[src/rtl/cpu_ctrl_seq.sv]
// Multi-cycle control sequencer for the accumulator CPU: fetch/decode/memory/execute
// with a bounded memory handshake and a sticky fault on timeout.
module cpu_ctrl_seq #(
    parameter int unsigned OPW     = 4,
    parameter int unsigned TIMEOUT = 255
) (
    input  logic           clk,
    input  logic           rst_n,
    input  logic           start,
    input  logic [OPW-1:0] opcode,
    input  logic           z_flag,
    input  logic           mem_ready,
    output logic           mem_req,
    output logic           mem_we,
    output logic           addr_sel,
    output logic           ir_load,
    output logic           pc_inc,
    output logic           pc_load,
    output logic [2:0]     alu_op,
    output logic           acc_we,
    output logic           set_F,
    output logic           halted,
    output logic           fault,
    output logic           illegal
);

    typedef enum logic [2:0] {
        S_IDLE,
        S_FETCH,
        S_DECODE,
        S_MEM,
        S_EXEC,
        S_HALT,
        S_FAULT
    } state_t;

    localparam logic [OPW-1:0] OP_NOP   = OPW'(0);
    localparam logic [OPW-1:0] OP_LOAD  = OPW'(1);
    localparam logic [OPW-1:0] OP_STORE = OPW'(2);
    localparam logic [OPW-1:0] OP_ADD   = OPW'(3);
    localparam logic [OPW-1:0] OP_SUB   = OPW'(4);
    localparam logic [OPW-1:0] OP_AND   = OPW'(5);
    localparam logic [OPW-1:0] OP_JMP   = OPW'(6);
    localparam logic [OPW-1:0] OP_JZ    = OPW'(7);
    localparam logic [OPW-1:0] OP_JNZ   = OPW'(8);
    localparam logic [OPW-1:0] OP_HALT  = OPW'(15);

    localparam logic [7:0] WAIT_LAST = 8'(TIMEOUT - 1);

    state_t         r_state;
    state_t         w_next;
    logic [7:0]     r_wait;
    logic [OPW-1:0] r_op;
    logic           w_timeout;

    assign w_timeout = (r_wait == WAIT_LAST);

    always_ff @(posedge clk or negedge rst_n) begin
        if (!rst_n) begin
            r_state <= S_IDLE;
            r_wait  <= '0;
            r_op    <= '0;
        end else begin
            r_state <= w_next;
            // Any state change clears the counter, so entry to FETCH/MEM starts at zero.
            if (w_next != r_state)
                r_wait <= '0;
            else if (r_state == S_FETCH || r_state == S_MEM)
                r_wait <= r_wait + 8'd1;
            if (r_state == S_DECODE)
                r_op <= opcode;
        end
    end

    // Strobes are decoded from state and latched opcode; ir_load/pc_inc are additionally
    // qualified by mem_ready so the IR captures data on the completing edge.
    always_comb begin
        w_next   = r_state;
        mem_req  = 1'b0;
        mem_we   = 1'b0;
        addr_sel = 1'b0;
        ir_load  = 1'b0;
        pc_inc   = 1'b0;
        pc_load  = 1'b0;
        alu_op   = 3'd0;
        acc_we   = 1'b0;
        set_F    = 1'b0;
        halted   = 1'b0;
        fault    = 1'b0;
        illegal  = 1'b0;

        unique case (r_state)
            S_IDLE: begin
                if (start)
                    w_next = S_FETCH;
            end
            S_FETCH: begin
                mem_req = 1'b1;
                if (mem_ready) begin
                    ir_load = 1'b1;
                    pc_inc  = 1'b1;
                    w_next  = S_DECODE;
                end else if (w_timeout) begin
                    w_next = S_FAULT;
                end
            end
            S_DECODE: begin
                w_next = S_FETCH;
                case (opcode)
                    OP_NOP: ;
                    OP_LOAD, OP_STORE, OP_ADD, OP_SUB, OP_AND: w_next = S_MEM;
                    OP_JMP:  pc_load = 1'b1;
                    OP_JZ:   pc_load = z_flag;
                    OP_JNZ:  pc_load = ~z_flag;
                    OP_HALT: w_next = S_HALT;
                    default: illegal = 1'b1;
                endcase
            end
            S_MEM: begin
                mem_req  = 1'b1;
                addr_sel = 1'b1;
                mem_we   = (r_op == OP_STORE);
                if (mem_ready)
                    w_next = (r_op == OP_STORE) ? S_FETCH : S_EXEC;
                else if (w_timeout)
                    w_next = S_FAULT;
            end
            S_EXEC: begin
                acc_we = 1'b1;
                set_F  = 1'b1;
                w_next = S_FETCH;
                case (r_op)
                    OP_ADD:  alu_op = 3'd1;
                    OP_SUB:  alu_op = 3'd2;
                    OP_AND:  alu_op = 3'd3;
                    default: alu_op = 3'd0;
                endcase
            end
            S_HALT:  halted = 1'b1;
            S_FAULT: fault  = 1'b1;
            default: w_next = S_IDLE;
        endcase
    end

endmodule

[config.mk]
export PLATFORM = sky130hd
export DESIGN_NAME = cpu_ctrl_seq
export DESIGN_NICKNAME = d
export VERILOG_FILES = /design/src/rtl/cpu_ctrl_seq.sv
export SDC_FILE = /design/constraint.sdc
export NUM_CORES = 1
export LEC_CHECK = 0
export CAP_MARGIN = 40
export CORE_MARGIN = 5
export CORE_UTILIZATION = 50
export CTS_BUF_LIST = sky130_fd_sc_hd__clkbuf_4 sky130_fd_sc_hd__clkbuf_8
export DETAILED_ROUTE_END_ITERATION = 16
export GPL_TIMING_DRIVEN = 0
export MAX_ROUTING_LAYER = met4
export PLACE_DENSITY_LB_ADDON = 0.08
export SLEW_MARGIN = 20
export SYNTH_ARGS = -nofsm -noshare
export SYNTH_HDL_FRONTEND = slang
export SYNTH_SLANG_ARGS = --single-unit
[constraint.sdc]
create_clock -name clk -period 2.5 [get_ports clk]
set_input_delay 0.5 -clock clk [delete_from_list [all_inputs] [get_ports clk]]
set_output_delay 0.5 -clock clk [all_outputs]
set_load 0.02 [all_outputs]
Word level (Yosys, flattened, before mapping)
Index checks and enable logic that the tools add are counted.

Add/subtract/negate cells: 1. Equal/unequal tests: 21. Multiplexer cells: 23. Bitwise operators: 1. Reductions and logical operators: 8.

Operators with widths (count): $eq A4 B3 Y1 const B (6); $pmux W3 S6 (1); $eq A4 B2 Y1 const B (4); $mux W8 (2); $mux W3 (5); $mux W1 (11); $reduce_or A10 Y1 (1); $eq A3 B3 Y1 const B (3); $add A8 B1 Y8 const B (1); $eq A4 B4 Y1 const B (2); $eq A8 B8 Y1 const B (1); $eq A3 B2 Y1 const B (2); $pmux W2 S3 (1); $pmux W3 S2 (1); $reduce_or A5 Y1 (1); $eq A4 B1 Y1 const B (1); $logic_not A4 Y1 (1); $reduce_or A2 Y1 (2); $eq A3 B1 Y1 const B (1); $logic_not A3 Y1 (1); $ne A3 B3 Y1 (1); $pmux W1 S3 (1); $mux W2 (1); $reduce_bool A2 Y1 (1); other kinds (2) (2).

Bits in registers: 15. Output and inout port bits: 14. Logic and storage cells: 57.

Logic depth before layout (Yosys ltp)
Depth after elaboration: 6. Gate-level depth with buffers: 6. Gate-level depth less buffers: 5.

Worst setup path after synthesis
No wires, ideal clock.

Path type: register to output. Start: register r_state[1]. End: output port alu_op[1]. Arrival time: 1738 ps. Setup slack: 262 ps. Stages on the path, launching flop included: 4. Buffers on the path: 0. Cell sequence: dfrtp_1 -> nand2b_1 -> nor2_1 -> nor4bb_1.

Cells in the longest elaborated chain, start to end: 2.

RTL lines: from (decl) (RTL line 50) `state_t r_state;`; from (signal assigned) (RTL line 64) `r_state <= w_next;`; $eq A3 B3 Y1 (RTL line 92) `unique case (r_state)`; $mux W2 (RTL line 92); to (decl) (RTL line 19) `output logic [2:0] alu_op,`.

No other way between the ends.

Worst setup path in the final report
Start: input port opcode[1]. End: output port illegal.

Cells in the longest elaborated chain, start to end: 4. Elaborated cells on any way between the ends: 13.

RTL lines: from (decl) (RTL line 10) `input logic [OPW-1:0] opcode,`; $eq A4 B4 Y1, or another cell as far along (RTL line 109) `case (opcode)`; $reduce_or A10 Y1 (no source line) (*); $mux W1 (*) (RTL line 109); $mux W1 (*) (RTL line 92); to (decl) (RTL line 24) `output logic illegal`.

Mark *: on every way between the ends. The rest lies on a longest branch, timed or not.

==> impl_metrics.ini <==
[worst_setup_path]
cp-start-kind = input port
path_buf_inv = 2
cp_num_cells = 4
rr_worst_depth = 4
crit_path_top_delay_cell = clkdlybuf4s50_1
endpoint_kind = output pin
path_delay_family = buffers and inverters
startpoint = opcode[1]
cp.arrival_ns = 1.88
path_class = input port to output pin
slowest_delay_ns = 0.50
reg2reg_setup_slack_ns = 1.04
r2r_start = r_wait[2]
r2r-end = r_wait[7]
crit_chain = clkdlybuf4s50_1, or3_1, and4_1, dlygate4sd2_1
crit_required_ns = 2.00
endpoint = illegal
path_max_fanout = 6

[timing]
rsz0062_at_grt = false
fmaxAchievable_mhz = 419.5
worstMarginPinSlew_ns = 0.6704
fin_hold_ws_ns = 0.5660
setup_viol = 0
drv_slew = 0
hold_violations = 0
post-route-min-period_ns = 2.384
finalCritPeriodShare_pct = 95.34
tns_ns = 0
maxSlewHeadroom_pct = 55.17
skew_ns = 0.003063

[placement]
dp_cells = 153
gp_congestion = 0.7939
port_buffers = 21
dpl.hpwl_mm = 1.516

[cells_and_area]
final_cell_mix = nor2_1, dfrtp_1, clkdlybuf4s50_1
layout.cells.non_filler = 157
antennaDiodeCount = 0
syn2layout_area_growth_pct = 30.23
layout_commonest_cell = nor2_1
nNetsFinal = 142
fin_util_pct = 66.32
drive_gt1_share_pct = 16.15

[floorplan]
die_w_um = 54.01
core_area_um2 = 1902
ios = 23
initial_core_util_pct = 50.92
dieHeight_um = 54.01
dieArea_um2 = 2917
std_cell_rows = 16

[cts]
cts_inserted_buffers = 3
clock_path_buffers = 2
clkTransAtPathRegs_ns = 0.09
root_buffer = clkbuf_4
clock_latency_ns = 0.28
cts_tree = yes
cts_num_sinks = 15
htree_levels = 1

[synth]
synth_seq_cells = 15
synth_area_leaders = dfrtp_1, nor2_1, mux2_2
syn_inst = 105
seq_area_frac_synth_pct = 38.76
synth_nets = 116
yosys.area.top_type = dfrtp_1
synthDistinctLibCells = 36
syn_area_per_cell_um2 = 9.223
netlist.area_leader.share_pct = 38.76
syn-cell-area_um2 = 968.4
yosys_warnings = 0

[run]
drv_cap = 0

[pwr]
comb_power_share_pct = 57.2
sw_frac_of_total_pct = 43.28
switchingPower_uw = 531.5
power.density_nw_per_um2 = 973.6
total_leakage_power_nw = 0.6110
ir_drop_mv = 0.5910
p_int_uw = 696.5
seqPwrFrac_pct = 31.3
totalPowerFinal_mw = 1.228
clkPwrFrac_pct = 11.5

[route]
drc_errors = 0
wl_per_cell_um = 13.20
first_pass_iters = 4
drt_iter0_drc = 17
drt_wl_total_mm = 2.072
antenna_left = 0
viasPerCell = 5.261
vias = 826

[global_routing]
antenna_found_initial = 0
grt-ovfl-total = 0
grt_pass1_vias = 793
grt_first_pass_wirelength_mm = 3.443
grtUsageTotal_pct = 16.87
grt_max_degree = 16

[run_status]
outcome = finished, final reports clean

[hold_path]
hp-class = flop to flop
[how the worst min path moves through the flow]
stage / startpoint / end / slack (ns) / cells past startpoint
after floorplan: rst_n / r_op[0] / 0.20 / 0
after global placement: r_op[0] / r_op[0] / 0.53 / 1
after detailed placement: r_op[0] / r_op[0] / 0.53 / 1
after CTS: r_op[0] / r_op[0] / 0.57 / 1
after global routing: r_wait[5] / r_wait[5] / 0.61 / 2
final: r_wait[4] / r_wait[4] / 0.57 / 2
[logic make-up (layout without fill, tap and decap cells)]
family / Yosys count / in the layout / synth area share [%]
flops: 15 / 15 / 38.76
compound gates: 14 / 14 / 10.59
fa+ha+maj: 2 / 2 / 2.584
buf+inv: 9 / 34 / 5.685
mux: 4 / 4 / 4.651
simple gates: 51 / 51 / 29.20
xor+xnor: 9 / 9 / 8.139
other cells: 1 / 1 / 0.3872
[power groups by stage]
stage               registers (mW)  logic, mW  clock network (mW)
global route                 0.398      0.778               0.158
floorplan                    0.366      0.500                   0
CTS                          0.382      0.704               0.146
detailed placement           0.383      0.701                   0
global placement             0.379      0.688                   0
finish                       0.384      0.703               0.141
[worst reg2reg max path, stage by stage, from the launching register on]
cell,delay [ns]
dfrtp_1,0.43
and4_1,0.23
nand4_1,0.21
o22ai_2,0.37
nor2_1,0.10
[routing by layer]
metal  vias up  track usage [%]  part of all wire, %
met5         -                -                    0
met1       391            18.29                   44
met4         0            7.469                 0.63
met2        19            29.64                   49
li1        414                -                    -
met3         2            3.324                  7.1
[timing repair]
item,in CTS,in global routing
buffers inserted,0,0
gates resized for setup,9,5
endpoints found under the setup margin,8,4
hold buffers,0,0
endpoints found under the hold margin,0,0
[flip-flops by register name (all words and copies together), names as in the netlist]
signal   count
r_wait       8
r_op         4
r_state      3
[area by class of cell]
class,instances,area [um2]
Clock inverter,1,5.005
Inverter,2,7.507
Buffer,7,47.55
Tap cell,27,33.78
Fill cell,170,640.6
Timing Repair Buffer,21,211.5
Sequential cell,15,375.4
Clock buffer,3,22.52
Multi-Input combinational cell,81,558.0
[synth_stat cells]
| master | instances |
|---|---|
| a21oi_1 | 4 |
| buf_2 | 2 |
| nand2b_1 | 3 |
| and2_1 | 2 |
| nor3b_2 | 1 |
| buf_4 | 5 |
| o22ai_2 | 1 |
| nor2_1 | 18 |
| or3_1 | 2 |
| and4b_1 | 1 |
| xnor2_1 | 4 |
| conb_1 | 1 |
| a21o_1 | 1 |
| nor4b_1 | 1 |
| a211oi_2 | 1 |
| inv_1 | 2 |
| a21oi_2 | 1 |
| nand3_1 | 4 |
| and3b_1 | 1 |
| dfrtp_1 | 15 |
| and2b_1 | 1 |
| nor3_1 | 1 |
| nand2_1 | 5 |
| nand4_1 | 3 |
| o21ai_0 | 1 |
| and4_1 | 2 |
| a211oi_1 | 1 |
| a211o_1 | 1 |
| nand4b_1 | 1 |
| and3_1 | 4 |
| o22ai_1 | 2 |
| xor2_1 | 5 |
| mux2_2 | 4 |
| ha_1 | 2 |
| o211ai_1 | 1 |
| nor4bb_1 | 1 |
[per-stage QoR]
stage | setup WS [ns] | instance area [um2]
final | 0.1165 | 1261
after global placement | -0.1048 | 1212
after CTS | 0.02468 | 1247
after floorplan | 0.2615 | 968.4
after detailed placement | -0.1071 | 1212
after global routing | 0.001223 | 1261
Power figures use the tool's default switching activity.
